## config.mk

```make
export PLATFORM = sky130hd
export DESIGN_NAME = alu_op_sequencer
export DESIGN_NICKNAME = d
export VERILOG_FILES = /design/src/rtl/alu_op_sequencer.sv
export SDC_FILE = /design/constraint.sdc
export NUM_CORES = 1
export LEC_CHECK = 0
export BUFFER_PORTS_ARGS = -buffer_cell sky130_fd_sc_hd__buf_4
export CORE_MARGIN = 1.5
export CORE_UTILIZATION = 30
export DETAILED_ROUTE_END_ITERATION = 12
export SLEW_MARGIN = 20
export SYNTH_ARGS = -nofsm -noshare
export SYNTH_HDL_FRONTEND = slang
export SYNTH_SLANG_ARGS = --single-unit
export TNS_END_PERCENT = 100
```

## constraint.sdc

```tcl
create_clock -name clk -period 2.41 [get_ports clk]
set_input_delay 0.1205 -clock clk [delete_from_list [all_inputs] [get_ports clk]]
set_output_delay 0.1205 -clock clk [all_outputs]
set_load 0.01 [all_outputs]
```

## src/rtl/alu_op_sequencer.sv

```systemverilog
// Multi-cycle sequencer that breaks one ALU opcode into single-word micro-steps.
// Word and pass ordering come from the opcode, and the carry chain is threaded between steps.
module alu_op_sequencer #(
    parameter int MAX_WORDS = 4,
    parameter int WC_W      = 3,
    parameter int SHAMT_W   = 4
) (
    input  logic               clk,
    input  logic               rst_n,
    input  logic               op_valid,
    output logic               op_ready,
    input  logic [5:0]         op_code,
    input  logic [WC_W-1:0]    op_words,
    input  logic [SHAMT_W-1:0] op_shamt,
    input  logic               c_flag,
    output logic               step_valid,
    input  logic               step_ready,
    output logic [5:0]         step_ctrl,
    output logic               step_cin,
    output logic [WC_W-1:0]    step_word,
    output logic               step_last,
    input  logic               alu_cout,
    output logic               done,
    output logic               done_carry,
    output logic               err
);

    localparam logic [5:0] OP_ADD = 6'b010010, OP_SUB = 6'b010001,
                           OP_INC = 6'b011011, OP_DEC = 6'b011000;
    localparam logic [5:0] OP_OR  = 6'b001010, OP_NOT = 6'b001100,
                           OP_XOR = 6'b001110, OP_AND = 6'b000110, OP_MOV = 6'b000000;
    localparam logic [5:0] OP_SLA = 6'b100100, OP_SLL = 6'b100000, OP_ROL = 6'b100010,
                           OP_SRA = 6'b101100, OP_SRL = 6'b101000, OP_ROR = 6'b101010;
    localparam logic [WC_W-1:0] MAXW = WC_W'(MAX_WORDS);

    typedef enum logic [1:0] {IDLE, RUN, DONE} state_t;

    state_t               state_reg, state_next;
    logic [5:0]           code_reg, code_next;
    logic [WC_W-1:0]      n_reg, n_next;
    logic [WC_W-1:0]      cnt_reg, cnt_next;
    logic [WC_W-1:0]      word_reg, word_next;
    logic [SHAMT_W-1:0]   p_reg, p_next;
    logic [SHAMT_W-1:0]   pass_reg, pass_next;
    logic                 cy_reg, cy_next;
    logic                 err_reg, err_next;

    logic [WC_W-1:0]      n_clamp;
    logic                 last_word, last_pass;
    logic                 first_cin;

    function automatic logic is_legal(input logic [5:0] c);
        case (c)
            OP_ADD, OP_SUB, OP_INC, OP_DEC,
            OP_OR, OP_NOT, OP_XOR, OP_AND, OP_MOV,
            OP_SLA, OP_SLL, OP_ROL, OP_SRA, OP_SRL, OP_ROR: return 1'b1;
            default: return 1'b0;
        endcase
    endfunction

    function automatic logic is_shift(input logic [5:0] c);
        case (c)
            OP_SLA, OP_SLL, OP_ROL, OP_SRA, OP_SRL, OP_ROR: return 1'b1;
            default: return 1'b0;
        endcase
    endfunction

    function automatic logic is_right(input logic [5:0] c);
        return (c == OP_SRA) || (c == OP_SRL) || (c == OP_ROR);
    endfunction

    function automatic logic is_logic(input logic [5:0] c);
        case (c)
            OP_OR, OP_NOT, OP_XOR, OP_AND, OP_MOV: return 1'b1;
            default: return 1'b0;
        endcase
    endfunction

    always_ff @(posedge clk or negedge rst_n) begin
        if (!rst_n) begin
            state_reg <= IDLE;
            code_reg  <= '0;
            n_reg     <= WC_W'(1);
            cnt_reg   <= '0;
            word_reg  <= '0;
            p_reg     <= SHAMT_W'(1);
            pass_reg  <= '0;
            cy_reg    <= 1'b0;
            err_reg   <= 1'b0;
        end else begin
            state_reg <= state_next;
            code_reg  <= code_next;
            n_reg     <= n_next;
            cnt_reg   <= cnt_next;
            word_reg  <= word_next;
            p_reg     <= p_next;
            pass_reg  <= pass_next;
            cy_reg    <= cy_next;
            err_reg   <= err_next;
        end
    end

    always_comb begin
        if (op_words == '0)
            n_clamp = WC_W'(1);
        else if (op_words > MAXW)
            n_clamp = MAXW;
        else
            n_clamp = op_words;
    end

    assign last_word = (cnt_reg == n_reg - WC_W'(1));
    assign last_pass = (pass_reg == p_reg - SHAMT_W'(1));

    always_comb begin
        state_next = state_reg;
        code_next  = code_reg;
        n_next     = n_reg;
        cnt_next   = cnt_reg;
        word_next  = word_reg;
        p_next     = p_reg;
        pass_next  = pass_reg;
        cy_next    = cy_reg;
        err_next   = err_reg;
        case (state_reg)
            IDLE: begin
                if (op_valid) begin
                    code_next = op_code;
                    n_next    = n_clamp;
                    cnt_next  = '0;
                    pass_next = '0;
                    cy_next   = c_flag;
                    word_next = is_right(op_code) ? n_clamp - WC_W'(1) : '0;
                    if (is_shift(op_code) && op_shamt != '0)
                        p_next = op_shamt;
                    else
                        p_next = SHAMT_W'(1);
                    if (is_legal(op_code)) begin
                        state_next = RUN;
                        err_next   = 1'b0;
                    end else begin
                        state_next = DONE;
                        err_next   = 1'b1;
                    end
                end
            end
            RUN: begin
                if (step_ready) begin
                    cy_next = alu_cout;
                    if (last_word) begin
                        // Each pass restarts at its own first word index.
                        cnt_next  = '0;
                        word_next = is_right(code_reg) ? n_reg - WC_W'(1) : '0;
                        if (last_pass)
                            state_next = DONE;
                        else
                            pass_next = pass_reg + SHAMT_W'(1);
                    end else begin
                        cnt_next  = cnt_reg + WC_W'(1);
                        word_next = is_right(code_reg) ? word_reg - WC_W'(1)
                                                       : word_reg + WC_W'(1);
                    end
                end
            end
            DONE: begin
                state_next = IDLE;
            end
            default: begin
                state_next = IDLE;
            end
        endcase
    end

    // Carry-in seed for the first word of an operation or of a shift pass.
    always_comb begin
        case (code_reg)
            OP_SUB, OP_INC: first_cin = 1'b1;
            OP_ROL, OP_ROR: first_cin = cy_reg;
            default:        first_cin = 1'b0;
        endcase
    end

    always_comb begin
        op_ready   = (state_reg == IDLE);
        step_valid = (state_reg == RUN);
        done       = (state_reg == DONE);
        err        = (state_reg == DONE) && err_reg;
        done_carry = (state_reg == DONE) && cy_reg;
        step_ctrl  = code_reg;
        step_word  = word_reg;
        step_last  = (state_reg == RUN) && last_word && last_pass;
        step_cin   = 1'b0;
        if (state_reg == RUN) begin
            if (cnt_reg == '0)
                step_cin = first_cin;
            else if (!is_logic(code_reg))
                step_cin = cy_reg;
        end
    end

endmodule

```

==> out/summary.log, run 1 <==
qor: outcome.status complete, no violations
qor: floorplanning.initial_core_util 31.4%
qor: sta.worst_clock_skew 4.81 ps
qor: logic_synthesis.ys.warnings.count 0
qor: critical_path.worst_case_register_to_register_setup_slack 140 ps
qor: pwr.power.density_cell_area 1290 nW/um2
qor: critical_path.crit_type flop to flop
qor: critical_path.critPathCaptureType flop
qor: drt.finalWirelength 4.47 mm
qor: clock_tree.clock_tree.root_cell clkbuf_8
qor: clock_tree.clock_tree_from_tritoncts yes
qor: logic_synthesis.ys_async_sr_fraction 100%
qor: sta.setup_slack 138 ps
qor: critical_path.critPathLaunch n_reg[0]$_DFFE_PN1P_
qor: clock_tree.clock_insertion_delay_worst_skew 270 ps
qor: place.numPortBuffers 34
qor: critical_path.crit_path_max_incr_delay 570 ps
qor: sta.fin_crit 2270 ps
qor: logic_synthesis.ys_seq_elements 27
qor: place.gp_congestion 0.876
qor: grt.grt_start_max_net_pins 28
qor: drt.routed_wire_length_per_instance 14.2 um
qor: cells_and_area.post_route_cells_drive_above_1_share 24.8%
qor: grt.global_route.usage.total 15.7%
qor: floorplanning.floorplan_die_area 6310 um2
qor: cells_and_area.layout.cells.most_common buf_4
qor: floorplanning.core.rowCount 27
qor: critical_path.ff2ff_path_depth 8
qor: grt.busiest_layer met2
qor: drt.drcViolationCount 0
qor: logic_synthesis.synth_flop_cell dfrtp_1
qor: cells_and_area.largest_register_ff_count 6
qor: logic_synthesis.synthesis.instances 201
qor: floorplanning.fp.coreArea 5570 um2
qor: sta.final_hold_viol_count 0
qor: worst_hold_path.min-delay-start op_code[4]
qor: clock_tree.path_clk_slew 100 ps
qor: critical_path.worstPathMaxFanout 7
qor: clock_tree.clock_tree.htree_level_count 1
qor: drt.detail_route.first_pass.iterations 4
qor: floorplanning.floorplan.die.height 79.4 um
qor: logic_synthesis.number_of_flops_mapped_to_enable_cells_by_yosys 0
qor: drt.drt_iter0_drc 98
qor: pwr.power_leakage 1.03 nW
qor: sta.max-slew-margin-rel 63.1%
qor: grt.groute.layer.met2.usage 25.2%
qor: logic_synthesis.mappedNetlistArea 1750 um2
qor: critical_path.series_of_cell_instances_along_the_critical_path inv_1, ha_4, xor2_2, buf_4, a31oi_4, or3_4, or3_1, a21oi_1
qor: critical_path.crit_path_start_kind flop
qor: worst_hold_path.min_delay_path_depth 3
qor: grt.antenna_violations_before_repair 0
qor: grt.groute.layer.met3.usage 1.60%
qor: sta.finalSetupViolations 0
qor: sta.rsz_0062_raised_after_global_routing no
qor: sta.max_slew.worst_pin.slew 548 ps
qor: grt.number_of_global_route_vias_before_repair 1611
qor: sta.post-route-period-util 94.3%
qor: worst_hold_path.hold_class input port to flop
qor: drt.ant_nets 0
qor: clock_tree.number_of_buffers_inserted_during_clock_tree_synthesis 3
qor: sta.timing.final.max_slew_violations 0
qor: logic_synthesis.synth_nets 229
qor: critical_path.crit_required 2610 ps
qor: sta.max_freq 440 MHz
qor: drt.routed_vias 1563
qor: critical_path.startpoint_of_the_most_critical_register_to_register_path n_reg[0]$_DFFE_PN1P_
qor: grt.grt_first_pass_wirelength 7.71 mm
qor: grt.overflow 0
qor: floorplanning.num_io_pins 35
qor: job.max_cap_viol_count 0
qor: worst_hold_path.whs_endpoint step_ctrl[4]$_DFFE_PN0P_
qor: critical_path.cp_data_arrival_time 2480 ps
qor: place.dp_hpwl 3.38 mm
qor: critical_path.cp_slowest_cell dfstp_2
qor: drt.vias_per_cell 4.98
qor: pwr.ir_drop 0.000496 V
qor: floorplanning.die_width 79.4 um
qor: clock_tree.cts.sink_count 27
qor: place.dp_worst_setup_slack 107 ps
qor: sta.setup_tns 0 ps
qor: logic_synthesis.seq_area_frac_synth 38.7%
qor: cells_and_area.layout-area-overhead-vs-synth 27.4%
qor: logic_synthesis.synth_area_per_cell 8.71 um2
qor: critical_path.rr_endpoint pass_reg[3]$_DFFE_PN0P_
qor: cells_and_area.fin_nets 271
qor: cells_and_area.final.fill_count 570
qor: cells_and_area.final_cell_mix 42 x buf_4, 33 x nand2_1, 25 x dfrtp_1
qor: logic_synthesis.yosys.cell_types.count 48
qor: clock_tree.clock_tree.buffer_depth 2
qor: grt.grt.met1_usage 22.3%
qor: cells_and_area.antenna_cells 0
## report_power, final
| group | internal (W) | total, W | switching (W) |
|---|---|---|---|
| clock | 0.000116 | 0.000266 | 0.000150 |
| combinational | 0.000825 | 0.00171 | 0.000887 |
| sequential | 0.000663 | 0.000891 | 0.000228 |
## cell families (layout without fill, tap and decap cells)
logic type | after synthesis | after routing | synth area share, %
adder cells (fa/ha/maj) | 9 | 9 | 6.43
AND/OR/NAND/NOR | 87 | 87 | 23.9
buffers and inverters | 18 | 59 | 4.00
XOR/XNOR | 15 | 15 | 9.14
flip-flops | 27 | 27 | 38.7
multiplexers | 3 | 3 | 1.86
AO/OA/AOI/OAI | 42 | 42 | 15.9
## worst max path at each step
stage	to	slack (ps)	cells after the start
final	pass_reg[3]$_DFFE_PN0P_	140	8
after floorplan	pass_reg[3]$_DFFE_PN0P_	240	7
after global routing	pass_reg[3]$_DFFE_PN0P_	20	8
after global placement	pass_reg[3]$_DFFE_PN0P_	160	7
after detailed placement	pass_reg[3]$_DFFE_PN0P_	110	7
after CTS	step_last	60	7
## cell usage after synthesis (all sizes together) (4+ instances only)
cell,n,area share [%]
nand2,33,7.1
xnor2,5,2.5
xor2,8,4.0
a21oi,4,1.1
nor3,4,1.1
nand2b,5,1.8
o21ai,17,4.9
inv,12,2.6
ha,9,6.4
clkbuf,4,0.86
or3,5,1.8
dfrtp,25,36
o211ai,4,1.7
nor2,15,3.2
nand3,8,2.3
## critical path: cells and delay by family (launching register included)
family | cells | cell delay (ps)
compound gates | 2 | 260
buf+inv | 2 | 220
xor+xnor | 1 | 170
flops | 1 | 570
fa+ha+maj | 1 | 280
simple gates | 2 | 700
## routing by layer
layer  vias to the layer above  part of all wire (%)
met5                         -                     0
met4                         0                   1.1
met3                         2                   3.6
met2                        37                    46
met1                       741                    50
li1                        783                     -
## repair_timing
item | 4_1_cts | 5_1_grt
hold endpoints to repair | 25 | 0
hold buffers | 1 | 0
setup buffers | 1 | 1
resized for setup | 2 | 4
endpoints found under the setup margin | 1 | 2
## stage by stage
stage                     area (um2)  power [W]  utilization [%]  hold WS [ps]  instances
after CTS                       2190    0.00283             39.3          67.2        313
after global placement          2120    0.00245             38.0          61.3        307
after floorplan                 1750    0.00195                -          -175        201
final                           2230    0.00287             40.0          73.4        314
after detailed placement        2120    0.00249             38.0          69.0        307
after global routing            2230    0.00315             40.0          65.2        314
## layout make-up
cell class / count / area (um2) / share of cell area, %
clock inverter: 1 / 5.00 / 0.224
sequential: 27 / 678 / 30.4
clock buffer: 3 / 41.3 / 1.85
timing repair buffer: 43 / 325 / 14.6
tap: 72 / 90.1 / 4.04
inverter: 12 / 45.0 / 2.02
multi-input combinational: 156 / 1050 / 46.9
Power figures use the tool's default switching activity.
==> run 2, diff against run 1 <==
--- a/config.mk
+++ b/config.mk
@@ -9,4 +9,5 @@
 export CORE_MARGIN = 1.5
-export CORE_UTILIZATION = 30
+export CORE_UTILIZATION = 55
 export DETAILED_ROUTE_END_ITERATION = 12
+export PLACE_DENSITY_LB_ADDON = 0.2
 export SLEW_MARGIN = 20
==> constraint.sdc (replaced) <==
create_clock -name clk -period 2.41 [get_ports clk]
set_input_delay 0.241 -clock clk [delete_from_list [all_inputs] [get_ports clk]]
set_output_delay 0.241 -clock clk [all_outputs]
set_load 0.01 [all_outputs]
==> run 2 against run 1 <==
Against the previous run:
- sequential share of layout area up 0.14 points
- critical endpoint is now step_last
- highest routed layer unchanged
- clock skew down 0.51 ps
- core utilization up 33 points
- combinational power up 11%
- global-route usage up 11 points
- largest cell class unchanged
- first-iteration DRC count down 23%
- hold slack better by 35 ps
==> out/summary.log, run 2 (synthesis results as in run 1) <==
qor: drt.finalWirelength 4.42 mm [was 4.47 mm]
qor: sta.finalSetupViolations 0 [unchanged]
qor: place.dp_worst_setup_slack 28.5 ps [was 107 ps]
qor: clock_tree.path_clk_slew 150 ps [was 100 ps]
qor: critical_path.critPathLaunch n_reg[0]$_DFFE_PN1P_ [unchanged]
qor: sta.rsz_0062_raised_after_global_routing yes [was no]
qor: drt.vias_per_cell 5.77 [was 4.98]
qor: cells_and_area.final.fill_count 236 [was 570]
qor: pwr.switching_power 0.00136 W [was 0.00127 W]
qor: pwr.power_leakage 1.03 nW [about the same]
qor: pwr.power.density_cell_area 1360 nW/um2 [was 1290 nW/um2]
qor: floorplanning.initial_core_util 57.9% [was 31.4%]
qor: place.gp_congestion 0.827 [was 0.876]
qor: sta.worst_clock_skew 4.31 ps [was 4.81 ps]
qor: place.number_of_cells_after_detailed_placement 277 [was 307]
qor: critical_path.crit_type flop to output port [was flop to flop]
qor: pwr.ir_drop 0.000671 V [was 0.000496 V]
qor: floorplanning.floorplan_die_area 3530 um2 [was 6310 um2]
qor: sta.fin_crit 2390 ps [was 2270 ps]
qor: clock_tree.clock_tree.buffer_depth 2 [unchanged]
qor: critical_path.crit_required 2170 ps [was 2610 ps]
qor: sta.max_slew.worst_pin.slew 642 ps [was 548 ps]
qor: job.max_cap_viol_count 0 [unchanged]
qor: place.dp_hpwl 3.12 mm [was 3.38 mm]
qor: sta.timing.hold.ws 109 ps [was 73.4 ps]
qor: floorplanning.die_width 59.4 um [was 79.4 um]
qor: floorplanning.fp.coreArea 3030 um2 [was 5570 um2]
qor: outcome.status complete, no violations [unchanged]
qor: grt.grt_first_pass_wirelength 7.07 mm [was 7.71 mm]
qor: floorplanning.floorplan.die.height 59.4 um [was 79.4 um]
qor: pwr.total_power 0.00301 W [was 0.00287 W]
qor: sta.final_hold_viol_count 0 [unchanged]
qor: critical_path.timing.critical_path.to step_last [was pass_reg[3]$_DFFE_PN0P_]
qor: critical_path.ff2ff_path_depth 9 [was 8]
qor: sta.timing.final.max_slew_violations 0 [unchanged]
qor: clock_tree.clock_tree.htree_level_count 1 [unchanged]
qor: cells_and_area.instances_no_fill 289 [was 314]
qor: cells_and_area.final_core_utilization 73.3% [was 40.0%]
qor: drt.routed_wire_length_per_instance 15.3 um [was 14.2 um]
qor: pwr.pwr-share-comb 62.9% [was 59.7%]
qor: sta.max-slew-margin-rel 57.1% [was 63.1%]
qor: pwr.power.sequential.fraction 30.2% [was 31.1%]
qor: clock_tree.clock_tree.root_cell clkbuf_4 [was clkbuf_8]
qor: grt.grt_start_max_net_pins 28 [unchanged]
qor: drt.detail_route.first_pass.iterations 4 [unchanged]
qor: clock_tree.number_of_buffers_inserted_during_clock_tree_synthesis 3 [unchanged]
qor: critical_path.worst_case_register_to_register_setup_slack 60 ps [was 140 ps]
qor: worst_hold_path.hold_class input port to flop [unchanged]
qor: drt.ant_nets 0 [unchanged]
qor: clock_tree.clock_tree_from_tritoncts yes [unchanged]
qor: pwr.clock_power_share 6.8% [was 9.3%]
qor: cells_and_area.largest_register_ff_count 6 [unchanged]
qor: drt.drcViolationCount 0 [unchanged]
qor: grt.overflow 0 [unchanged]
qor: cells_and_area.antenna_cells 0 [unchanged]
qor: pwr.switching_share 45.0% [was 44.1%]
qor: grt.antenna_violations_before_repair 0 [unchanged]
qor: critical_path.worstPathMaxFanout 2 [was 7]
qor: floorplanning.core.rowCount 20 [was 27]
qor: sta.setup_slack 23.0 ps [was 138 ps]
qor: clock_tree.clock_insertion_delay_worst_skew 340 ps [was 270 ps]
qor: grt.global_route.usage.total 26.6% [was 15.7%]
qor: critical_path.rr_endpoint pass_reg[3]$_DFFE_PN0P_ [unchanged]
qor: cells_and_area.final_cell_mix 44 x buf_4, 33 x nand2_1, 25 x dfrtp_1 [was 42 x buf_4, 33 x nand2_1, 25 x dfrtp_1]
qor: cells_and_area.fin_nets 274 [was 271]
qor: cells_and_area.layout.cells.most_common buf_4 [unchanged]
qor: cells_and_area.post_route_cells_drive_above_1_share 26.1% [was 24.8%]
qor: place.numPortBuffers 34 [unchanged]
qor: floorplanning.num_io_pins 35 [unchanged]
qor: grt.number_of_global_route_vias_before_repair 1552 [was 1611]
qor: drt.drt_iter0_drc 75 [was 98]
qor: cells_and_area.layout-area-overhead-vs-synth 26.8% [was 27.4%]
qor: sta.post-route-period-util 99.0% [was 94.3%]
qor: sta.max_freq 419 MHz [was 440 MHz]
qor: drt.routed_vias 1667 [was 1563]
qor: pwr.p_int 0.00166 W [was 0.00160 W]
qor: critical_path.startpoint_of_the_most_critical_register_to_register_path n_reg[0]$_DFFE_PN1P_ [unchanged]
qor: clock_tree.cts.sink_count 27 [unchanged]
qor: critical_path.critPathCaptureType output port [was flop]
qor: critical_path.crit_path_start_kind flop [unchanged]
qor: critical_path.cp_data_arrival_time 2150 ps [was 2480 ps]
==> run 2: timing repair <==
item | 4_1_cts | 5_1_grt
buffers inserted | 3 | 4
hold endpoints to repair | 25 | 0
gates resized for setup | 6 | 6
hold buffers | 1 | 0
setup endpoints to repair | 2 | 2
pin swaps | 3 | 3
==> run 2: power by group through the flow <==
stage                     combinational (W)  clock (W)  sequential, W
after floorplan                     0.00107          0       0.000877
after global placement              0.00152          0       0.000884
after detailed placement            0.00157          0       0.000898
after CTS                           0.00171   0.000207       0.000888
after global routing                0.00207   0.000227       0.000936
final                               0.00190   0.000206       0.000912
==> run 2: per-layer routing <==
layer | wire length [um] | up-vias | global-route usage, %
met4 | 52 | 0 | 7.47
met2 | 2160 | 71 | 44.7
met5 | 0 | - | 0
li1 | - | 789 | -
met1 | 1940 | 799 | 35.5
met3 | 265 | 8 | 3.93
==> run 2: stage by stage <==
stage | TNS, ps | cell area [um2]
floorplan | 0 | 1750
global placement | 0 | 2070
detailed placement | 0 | 2070
global route | -44.3 | 2220
finish | 0 | 2220
CTS | 0 | 2160
==> run 2: area by class of cell <==
| cell class | count | area, um2 | area share, % |
|---|---|---|---|
| tap | 44 | 55.1 | 2.48 |
| inverter | 12 | 45.0 | 2.03 |
| clock buffer | 4 | 26.3 | 1.18 |
| timing repair buffer | 46 | 352 | 15.8 |
| sequential | 27 | 678 | 30.5 |
| multi-input combinational | 156 | 1060 | 47.9 |
==> run 2: worst min path at each step <==
stage                               end  startpoint  depth (start not counted)
4_1_cts        step_ctrl[4]$_DFFE_PN0P_  op_code[4]                          3
5_1_grt        state_reg[0]$_DFFE_PN0P_  step_ready                          2
3_3_place_gp     cnt_reg[0]$_DFFE_PN0P_       rst_n                          1
6_report       step_ctrl[4]$_DFFE_PN0P_  op_code[4]                          3
3_5_place_dp   step_word[1]$_DFFE_PN0P_       rst_n                          1
2_1_floorplan    cnt_reg[0]$_DFFE_PN0P_       rst_n                          0
==> run 2: worst max-delay path: stages (launching register included) <==
cell,delay [ps]
dfstp_2,580
inv_2,50
ha_4,290
xor2_4,170
nand3_2,100
or3_4,420
nor2_4,100
buf_6,110
